## config.mk

```make
export PLATFORM = sky130hd
export DESIGN_NAME = mac4_accum_flat
export DESIGN_NICKNAME = d
export VERILOG_FILES = /design/src/rtl/mac4_accum_pkg.sv /design/src/rtl/mac4_accum_if.sv /design/src/rtl/mac4_accum_multi_4.sv /design/src/rtl/mac4_accum.sv /design/src/flat_wrapper.sv
export SDC_FILE = /design/constraint.sdc
export NUM_CORES = 1
export LEC_CHECK = 0
export CORE_ASPECT_RATIO = 1.4
export CORE_MARGIN = 2
export CORE_UTILIZATION = 59
export DETAILED_ROUTE_END_ITERATION = 7
export PLACE_DENSITY = 0.93
export SLEW_MARGIN = 15
export SYNTH_ARGS = -nofsm -noshare
export SYNTH_HDL_FRONTEND = slang
export SYNTH_SLANG_ARGS = --single-unit
export TNS_END_PERCENT = 100
```

## constraint.sdc

```tcl
create_clock -name clk -period 6.4 [get_ports clk]
set_clock_uncertainty 0.05 [all_clocks]
set_input_delay 1.28 -clock clk [delete_from_list [all_inputs] [get_ports clk]]
set_output_delay 1.28 -clock clk [all_outputs]
set_load 0.01 [all_outputs]
```

## src/rtl/mac4_accum_pkg.sv

```systemverilog
// Shared types and default sizes for the mac4_accum block.
package mac4_accum_pkg;

  localparam int ACC_W_DEF = 12;
  localparam int CNT_W_DEF = 8;

  typedef enum logic [1:0] {
    ACC   = 2'd0,
    FLUSH = 2'd1,
    HOLD  = 2'd2
  } state_t;

endpackage

```

## src/rtl/mac4_accum_if.sv

```systemverilog
// Operand stream in, packet result out, for the 4x4 multiply-accumulate block.
interface mac4_accum_if
  import mac4_accum_pkg::*;
#(
  parameter int ACC_W = ACC_W_DEF,
  parameter int CNT_W = CNT_W_DEF
);

  logic             in_valid;
  logic             in_ready;
  logic [3:0]       in_a;
  logic [3:0]       in_b;
  logic             in_last;
  logic             out_valid;
  logic             out_ready;
  logic [ACC_W-1:0] out_sum;
  logic [CNT_W-1:0] out_count;
  logic             out_ovf;

  modport master (
    output in_valid, in_a, in_b, in_last, out_ready,
    input  in_ready, out_valid, out_sum, out_count, out_ovf
  );

  modport slave (
    input  in_valid, in_a, in_b, in_last, out_ready,
    output in_ready, out_valid, out_sum, out_count, out_ovf
  );

endinterface

```

## src/rtl/mac4_accum_multi_4.sv

```systemverilog
// 4x4 unsigned array multiplier: one ripple row per multiplier bit.
module multi_4 (
  input  logic [3:0] a,
  input  logic [3:0] b,
  output logic [7:0] p
);

  logic [4:0] row0;
  logic [4:0] row1;
  logic [4:0] row2;
  logic [4:0] row3;

  // Each row adds the next partial product to the upper bits of the row above;
  // the row's bit 0 is final and drops out as a product bit.
  assign row0 = {1'b0, a & {4{b[0]}}};
  assign row1 = {1'b0, row0[4:1]} + {1'b0, a & {4{b[1]}}};
  assign row2 = {1'b0, row1[4:1]} + {1'b0, a & {4{b[2]}}};
  assign row3 = {1'b0, row2[4:1]} + {1'b0, a & {4{b[3]}}};

  assign p = {row3, row2[0], row1[0], row0[0]};

endmodule

```

## src/rtl/mac4_accum.sv

```systemverilog
// Three-stage multiply-accumulate over packets of 4-bit operand pairs.
// Result is held until the consumer takes it, then the next packet starts.
//
//   state | meaning
//   ------+-------------------------------------------------------------
//   ACC   | accepting beats; last beat accepted moves on
//   FLUSH | input closed, waiting for the last beat to land in the sum
//   HOLD  | result presented on out_*, waiting for out_ready
module mac4_accum
  import mac4_accum_pkg::*;
#(
  parameter int ACC_W = ACC_W_DEF,
  parameter int CNT_W = CNT_W_DEF
) (
  input logic        clk,
  input logic        rst_n,
  mac4_accum_if.slave bus
);

  state_t           state;
  logic             rdy_q;
  logic             vld_q;
  logic             accept;
  logic             handshake;

  logic             s1_valid;
  logic             s1_last;
  logic [3:0]       s1_a;
  logic [3:0]       s1_b;
  logic [7:0]       mul_p;

  logic             s2_valid;
  logic             s2_last;
  logic [7:0]       s2_prod;

  logic [ACC_W-1:0] acc;
  logic [CNT_W-1:0] cnt;
  logic             ovf;
  logic             s3_done;
  logic [ACC_W:0]   acc_sum;

  assign accept    = bus.in_valid & rdy_q;
  assign handshake = vld_q & bus.out_ready;

  // Extra top bit catches the carry out of the accumulator.
  assign acc_sum = {1'b0, acc} + {{(ACC_W - 7){1'b0}}, s2_prod};

  multi_4 u_mul (
    .a (s1_a),
    .b (s1_b),
    .p (mul_p)
  );

  // Stage 1: capture the accepted operand beat.
  always_ff @(posedge clk or negedge rst_n) begin
    if (!rst_n) begin
      s1_valid <= 1'b0;
      s1_last  <= 1'b0;
      s1_a     <= '0;
      s1_b     <= '0;
    end else begin
      s1_valid <= accept;
      if (accept) begin
        s1_a    <= bus.in_a;
        s1_b    <= bus.in_b;
        s1_last <= bus.in_last;
      end
    end
  end

  // Stage 2: register the product from the multiplier.
  always_ff @(posedge clk or negedge rst_n) begin
    if (!rst_n) begin
      s2_valid <= 1'b0;
      s2_last  <= 1'b0;
      s2_prod  <= '0;
    end else begin
      s2_valid <= s1_valid;
      if (s1_valid) begin
        s2_prod <= mul_p;
        s2_last <= s1_last;
      end
    end
  end

  // Stage 3: accumulate, count terms, latch wrap; cleared when the result is taken.
  always_ff @(posedge clk or negedge rst_n) begin
    if (!rst_n) begin
      acc     <= '0;
      cnt     <= '0;
      ovf     <= 1'b0;
      s3_done <= 1'b0;
    end else begin
      s3_done <= s2_valid & s2_last;
      if (handshake) begin
        acc <= '0;
        cnt <= '0;
        ovf <= 1'b0;
      end else if (s2_valid) begin
        acc <= acc_sum[ACC_W-1:0];
        cnt <= cnt + 1'b1;
        if (acc_sum[ACC_W]) ovf <= 1'b1;
      end
    end
  end

  // Packet sequencing with registered in_ready/out_valid.
  always_ff @(posedge clk or negedge rst_n) begin
    if (!rst_n) begin
      state <= ACC;
      rdy_q <= 1'b0;
      vld_q <= 1'b0;
    end else begin
      case (state)
        ACC: begin
          vld_q <= 1'b0;
          if (accept && bus.in_last) begin
            state <= FLUSH;
            rdy_q <= 1'b0;
          end else begin
            rdy_q <= 1'b1;
          end
        end
        FLUSH: begin
          rdy_q <= 1'b0;
          if (s3_done) begin
            state <= HOLD;
            vld_q <= 1'b1;
          end
        end
        HOLD: begin
          if (bus.out_ready) begin
            state <= ACC;
            vld_q <= 1'b0;
            rdy_q <= 1'b1;
          end
        end
        default: begin
          state <= ACC;
          rdy_q <= 1'b0;
          vld_q <= 1'b0;
        end
      endcase
    end
  end

  assign bus.in_ready  = rdy_q;
  assign bus.out_valid = vld_q;
  assign bus.out_sum   = acc;
  assign bus.out_count = cnt;
  assign bus.out_ovf   = ovf;

endmodule

```

## src/flat_wrapper.sv

```systemverilog
// flat-port wrapper written by rule: the top's interface ports become plain ports
module mac4_accum_flat import mac4_accum_pkg::*;
#(
  parameter int ACC_W = ACC_W_DEF,
  parameter int CNT_W = CNT_W_DEF
)
  (clk, rst_n, bus_in_valid, bus_in_a, bus_in_b, bus_in_last, bus_out_ready, bus_in_ready, bus_out_valid, bus_out_sum, bus_out_count, bus_out_ovf);
  mac4_accum_if #(.ACC_W(ACC_W), .CNT_W(CNT_W)) bus_i ();
  input logic clk;
  input logic rst_n;
  input wire logic [$bits(bus_i.in_valid)-1:0] bus_in_valid;
  input wire logic [$bits(bus_i.in_a)-1:0] bus_in_a;
  input wire logic [$bits(bus_i.in_b)-1:0] bus_in_b;
  input wire logic [$bits(bus_i.in_last)-1:0] bus_in_last;
  input wire logic [$bits(bus_i.out_ready)-1:0] bus_out_ready;
  output wire logic [$bits(bus_i.in_ready)-1:0] bus_in_ready;
  output wire logic [$bits(bus_i.out_valid)-1:0] bus_out_valid;
  output wire logic [$bits(bus_i.out_sum)-1:0] bus_out_sum;
  output wire logic [$bits(bus_i.out_count)-1:0] bus_out_count;
  output wire logic [$bits(bus_i.out_ovf)-1:0] bus_out_ovf;
  assign bus_i.in_valid = bus_in_valid;
  assign bus_i.in_a = bus_in_a;
  assign bus_i.in_b = bus_in_b;
  assign bus_i.in_last = bus_in_last;
  assign bus_i.out_ready = bus_out_ready;
  assign bus_in_ready = bus_i.in_ready;
  assign bus_out_valid = bus_i.out_valid;
  assign bus_out_sum = bus_i.out_sum;
  assign bus_out_count = bus_i.out_count;
  assign bus_out_ovf = bus_i.out_ovf;
  mac4_accum #(.ACC_W(ACC_W), .CNT_W(CNT_W)) u_core (.clk(clk), .rst_n(rst_n), .bus(bus_i));
endmodule
```

==> summary.md, run 1 <==
| Metric | Value |
|---|---|
| Sink Count | `46` |
| Slowest stage cell, crit path | `dfrtp_1` |
| Filler Cells Inserted | `about 330` |
| Placer Congestion | `0.829` |
| Post-CTS setup buffer count | `0` |
| Cell Pwr Density | `593 nW/µm²` |
| Min-Delay Path Class | `flip-flop to flip-flop` |
| Peak VDD IR | `302 µV` |
| Setup CP Type | `flip-flop to flip-flop` |
| Via-to-Cell Ratio | `about 5.7` |
| Post-layout instance area | `between 3000 and 4000 µm²` |
| Setup TNS | `0 ps` |
| Synth unique cells | `45` |
| Most used flip-flop cell after synthesis | `dfrtp_1` |
| Post-synth top area share | `0.424` |
| Initial DRC count | `126` |
| Relative slew slack | `0.346` |
| Antenna violations before repair | `0` |
| R2r worst-path depth | `14` |
| Routed WL per cell | `approximately 14 µm` |
| Synthesized instance count | `261` |
| Io pins | `36` |
| Largest net degree at the start of global routing | `47` |
| Commonest non-fill, non-tap cell in the layout | `dfrtp_1` |
| Total Power | `1900 µW` |
| Seq/Total Area, Yosys | `0.424` |
| I/O Buffers | `35` |
| Post-CTS Resized | `0` |
| P_leak | `~0.0015 µW` |
| Slew @ Worst Pin | `982 ps` |
| Most frequent cells in the layout | `dfrtp_1 (46), clkdlybuf4s50_1 (34), ha_1 (20), nand2_1 (19), nor2_1 (18)` |
| Total Routing Usage GR | `0.228` |
| CTS tree | `built` |
| TritonCTS buffer count | `5` |
| Clock slew at reported path FFs | `approximately 80 ps` |
| Synth warnings | `0` |
| Max_cap viols | `0` |
| Final nets | `332` |
| Crit share post-route | `0.532` |
| Final wirelength | `5.12 mm` |
| FP Rows | `29` |
| Final Hold Fails | `0` |
| Post-route minimum period | `3410 ps` |
| Cell accounting for the most synthesized area | `dfrtp_1` |
| Asr flop ratio synth | `1.00` |
| Die Span X | `between 60 and 70 µm` |
| Clock Latency Late Sink | `300 ps` |
| HPWL after detailed placement | `about 3.8 mm` |
| Max clock buf depth | `2` |
| Fmax | `293 MHz` |
| Post-place instance area | `3090 µm²` |
| Startpoint Class | `flip-flop` |
| Vias in the first global route | `2,060` |
| Multi-input logic area | `about 1500 µm²` |
| CTS root buf | `clkbuf_8` |
| Post-synth EDFFs | `0` |
| WP data arrival | `3550 ps` |
| Chip height | `84.2 µm` |
| Antenna viol nets, final | `0` |
| Worst hold path depth | `2` |
| Die ar. | `a little over 5000 µm²` |
| # DRC | `0` |
| Crit path buf inv count | `3` |
| RSZ-0062 raised after global routing | `false` |
| H-tree levels | `2` |
| Crit path max-delay family | `adder cells` |
| Synth top area cells | `dfrtp_1 (42%), ha_1 (9.2%), mux2_2 (6.2%), and2_1 (3.0%), fa_1 (3.0%)` |
| Status | `finished, final reports clean` |
| Global route overflow | `0` |
| Max incr delay on CP | `420 ps` |
| Cell Area, Synth | `2710 µm²` |
| First-pass DRT Iterations | `4` |
| CP Depth | `14` |
| Number of diodes | `0` |
| Crit path max fanout | `5` |
| DR vias | `2,048` |
| Final Setup Violations | `0` |
| Critical-path cell list | `and2_1 > ha_1 > inv_1 > fa_1 > inv_1 > ha_1 > inv_1 > fa_1 > xnor2_1 > ha_1 > a21o_1 > a21oi_1 > xnor2_1 > mux2_2` |
| Fin. max-slew vios | `0` |
| Syn nets | `298` |
| First-pass GRT wire length | `8.89 mm` |
| Syn_area_per_cell | `10.4 µm²` |
| Area Overhead vs Synth | `17.9%` |
| FF+latch area | `1150 µm²` |
| Final Util | `0.716` |
| Initial core utilization | `0.608` |
| Yosys reg bits | `46` |
| CP endpoint kind | `flip-flop` |
| Core Box Area | `~4500 µm²` |
| Share of cells above drive strength 1 | `0.0980` |
| Cts hold-fix bufs | `0` |
| CP required | `6540 ps` |
## tightest hold or removal path, cell delays in order, from the launching register on
cell and delay (ps):
dfrtp_1 350, nand2_1 50, nand2_1 60
## stage by stage
| stage | setup slack [ps] | hold WS (ps) | std cells |
|---|---|---|---|
| after floorplan | 3230 | 357 | 261 |
| final | 2990 | 435 | 358 |
| after global placement | 3150 | 409 | 350 |
| after CTS | 2960 | 439 | 358 |
| after global routing | 2770 | 456 | 358 |
| after detailed placement | 3030 | 419 | 350 |
## state kept, by name, summed over array words and instances (netlist names)
| signal | count |
|---|---|
| u_core.state | 2 |
| u_core.s1_b | 4 |
| u_core.s3_done | 1 |
| u_core.bus.out_valid | 1 |
| u_core.s1_a | 4 |
| u_core.s1_valid | 1 |
| u_core.bus.out_sum | 12 |
| u_core.s2_valid | 1 |
| u_core.bus.out_ovf | 1 |
| u_core.s1_last | 1 |
| u_core.s2_last | 1 |
| u_core.s2_prod | 8 |
| u_core.bus.in_ready | 1 |
| u_core.bus.out_count | 8 |
## Yosys cell counts, types with 5 or more instances
library cell and n:
nand4_1 5, inv_1 13, a21oi_1 14, and2_1 13
nor2_1 18, xor2_1 7, dfrtp_1 46, ha_1 20
a21o_1 7, mux2_2 15, nand3_1 5, nand2_1 19
o21ai_0 13, xnor2_1 8
## worst paths after layout
| check | from | end | slack (ps) |
|---|---|---|---|
| max | u_core.s1_b[0] | u_core.s2_prod[6] | 2990 |
| min | u_core.s1_last | u_core.s1_last | 440 |
| min in group asynchronous | rst_n | u_core.bus.out_count[7] | 1080 |
| max in group asynchronous | rst_n | u_core.bus.out_sum[7] | 4610 |
| max reg2reg | u_core.s1_b[0] | u_core.s2_prod[6] | 2990 |
| min reg2reg | u_core.s1_last | u_core.s1_last | 440 |
## cell type report
| type | instances | share of cell area |
|---|---|---|
| clock buffer | 6 | 0.0227 |
| clock inverter | 2 | 0.0117 |
| inverter | 13 | 0.0153 |
| multi-input combinational | 194 | 0.458 |
| sequential | 46 | 0.360 |
| tap | 62 | 0.0243 |
| timing repair buffer | 35 | 0.108 |
## cells by family after synthesis
group / count (synthesis) / share of synthesized area
flip-flops: 46 / 0.424
AO/OA/AOI/OAI: 54 / 0.133
XOR/XNOR: 15 / 0.0484
adder cells (fa/ha/maj): 24 / 0.122
multiplexers: 19 / 0.0770
AND/OR/NAND/NOR: 82 / 0.159
buffers and inverters: 21 / 0.0360
## report_power, final
part / leakage (µW) / switching, µW / internal (µW)
clock: 0.0000514 / 98.7 / 117
combinational: 0.000873 / 533 / 574
sequential: 0.000560 / 146 / 426
## routing by layer
| layer | track usage | routed length [µm] | vias up | share of wire |
|---|---|---|---|---|
| met2 | 0.392 | 2810 | 58 | 0.55 |
| met3 | 0.0555 | 208 | 5 | 0.041 |
| met1 | 0.262 | 2040 | 992 | 0.40 |
| met4 | 0.0889 | 61 | 0 | 0.012 |
| met5 | 0 | 0 | - | 0 |
| li1 | - | - | 993 | - |
Power figures use the tool's default switching activity.
==> run 2, diff against run 1 <==
- CORE_UTILIZATION: 59 -> 55
- PLACE_DENSITY: 0.93 -> 0.88
- clock period: 6.4 -> 3.5 ns (I/O delays scaled with it)
==> summary.md, run 2 (synthesized netlist as in run 1, its figures left out) <==
| Metric | Value |
|---|---|
| Max reg flops | `12` |
| Startpoint Class | `flip-flop` |
| Global route overflow | `0` |
| Final Hold Fails | `0` |
| Final Setup Violations | `0` |
| Multi-input logic area | `1480 µm²` |
| # DRC | `0` |
| Initial core utilization | `0.565` |
| Initial DRC count | `approximately 220` |
| Hold wc startpoint | `u_core.s1_last` |
| Slew @ Worst Pin | `roughly 1000 ps` |
| Antenna violations before repair | `0` |
| Peak VDD IR | `approximately 520 µV` |
| Via-to-Cell Ratio | `5.71` |
| Status | `finished, final reports clean` |
| First-pass DRT Iterations | `4` |
| R2R Path Start | `u_core.s1_b[0]` |
| Cts hold-fix bufs | `0` |
| Final nets | `332` |
| Sw Ratio | `0.415` |
| Fin. max-slew vios | `0` |
| Worst reg-to-reg setup slack | `200 ps` |
| DR vias | `2,054` |
| P_leak | `0.00150 µW` |
| CP endpoint kind | `flip-flop` |
| Max clock buf depth | `2` |
| Total Routing Usage GR | `0.216` |
| First-pass GRT wire length | `9.30 mm` |
| Commonest non-fill, non-tap cell in the layout | `dfrtp_1` |
| WP data arrival | `3430 ps` |
| Clock Latency Late Sink | `300 ps` |
| R2r worst-path depth | `14` |
| Min-Delay Path Class | `flip-flop to flip-flop` |
| Placed insts | `352` |
| Area Overhead vs Synth | `18.5%` |
| Antenna viol nets, final | `0` |
| Cell Pwr Density | `1100 nW/µm²` |
| Fmax | `303 MHz` |
| Post-CTS setup buffer count | `0` |
| Clock slew at reported path FFs | `80 ps` |
| Post-CTS Resized | `0` |
| Number of diodes | `0` |
| Setup TNS | `0 ps` |
| Chip height | `87.1 µm` |
| Non-Filler Instances | `360` |
| RSZ-0062 raised after global routing | `false` |
| CTS root buf | `clkbuf_8` |
| Core Box Area | `4800 µm²` |
| Hold EP | `u_core.s1_last` |
| Worst hold path depth | `2` |
| Vias in the first global route | `between 2,000 and 2,500` |
| Relative slew slack | `0.329` |
| Crit path max fanout | `5` |
| Comb pwr share | `0.597` |
| H-tree levels | `2` |
| Share of cells above drive strength 1 | `0.108` |
| Sw power | `1460 µW` |
| TritonCTS buffer count | `5` |
| Sink Count | `46` |
| Max_cap viols | `0` |
| Final wirelength | `5.41 mm` |
| Largest net degree at the start of global routing | `47` |
| I/O Buffers | `35` |
| FF+latch area | `1150 µm²` |
| Crit share post-route | `0.943` |
| CP required | `approximately 3600 ps` |
| Setup CP Type | `flip-flop to flip-flop` |
| Routed WL per cell | `15.0 µm` |
| Die ar. | `5520 µm²` |
| Total internal power | `around 2000 µW` |
| FP Rows | `30` |
| HPWL after detailed placement | `4.05 mm` |
| Most frequent cells in the layout | `dfrtp_1 (46), clkdlybuf4s50_1 (34), ha_1 (20), nand2_1 (19), nor2_1 (18)` |
| R2R Path End | `u_core.s2_prod[6]` |
| Filler Cells Inserted | `394` |
| CTS tree | `built` |
| Placer Congestion | `0.823` |
| Part of the power in registers | `0.297` |
| Io pins | `36` |
| Die Span X | `roughly 63 µm` |
| Clk pwr share | `0.106` |
| Post-route minimum period | `approximately 3300 ps` |
-- run 2: cell types whose count changed in the layout (fill, tap and decap cells not counted), sizes merged --
| cell | previous run | this run |
|---|---|---|
| bufinv | 1 | 0 |
| clkbuf | 6 | 8 |
| clkinvlp | 1 | 0 |
-- run 2: metal layers --
layer | vias up | GRT usage | routed length (µm)
met2 | 53 | 0.415 | 3000
met3 | 13 | 0.0349 | 179
li1 | 995 | - | -
met5 | - | 0 | 0
met4 | 0 | 0.0850 | 116
met1 | 993 | 0.232 | 2110
-- run 2: power groups by stage --
stage / registers [µW] / clock network [µW] / logic (µW)
2_1_floorplan: 1020 / 0 / 1440
3_3_place_gp: 1040 / 0 / 1900
3_5_place_dp: 1060 / 0 / 2020
4_1_cts: 1050 / 380 / 2070
5_1_grt: 1090 / 405 / 2340
6_report: 1050 / 373 / 2100
-- run 2: area by class of cell --
cell class              instances  area share
repair buffers                 35       0.107
flip-flops and latches         46       0.358
multi-input cells             194       0.460
inverters                      13      0.0152
clock buffers                   8      0.0343
well taps                      64      0.0249
-- run 2: critical path, cell delays in order (launching register included) --
cell	delay, ps
dfrtp_1	410
and2_1	170
ha_1	200
inv_1	70
fa_1	400
inv_1	70
ha_1	180
inv_1	60
fa_1	420
xnor2_2	230
ha_1	270
a21o_1	150
a21oi_1	160
xnor2_1	70
mux2_2	260
-- run 2: how the worst max path moves through the flow --
| stage | end | cells after the start | slack (ps) | startpoint |
|---|---|---|---|---|
| CTS | u_core.s2_prod[6] | 13 | 100 | u_core.s1_b[1] |
| global route | u_core.s2_prod[6] | 14 | 20 | u_core.s1_b[0] |
| global placement | u_core.s2_prod[6] | 14 | 250 | u_core.s1_b[0] |
| detailed placement | u_core.s2_prod[6] | 13 | 120 | u_core.s1_a[0] |
| finish | u_core.s2_prod[6] | 14 | 200 | u_core.s1_b[0] |
| floorplan | u_core.s2_prod[6] | 14 | 330 | u_core.s1_b[0] |
-- run 2: through the flow --
stage / cell area, µm² / util / total power, µW / hold WS (ps) / setup slack, ps
5_1_grt: 3210 / 0.669 / 3840 / 466 / 15.9
3_3_place_gp: 3090 / 0.643 / 2940 / 407 / 249
6_report: 3210 / 0.669 / 3520 / 430 / 199
4_1_cts: 3200 / 0.666 / 3490 / 435 / 100
3_5_place_dp: 3090 / 0.643 / 3080 / 430 / 124
2_1_floorplan: 2710 / - / 2460 / 354 / 333
==> run 3, diff against run 2 <==
- TNS_END_PERCENT: 100 -> not set
==> results of run 3 <==
The final DEF is identical to that of run 2; final timing and power are the same.
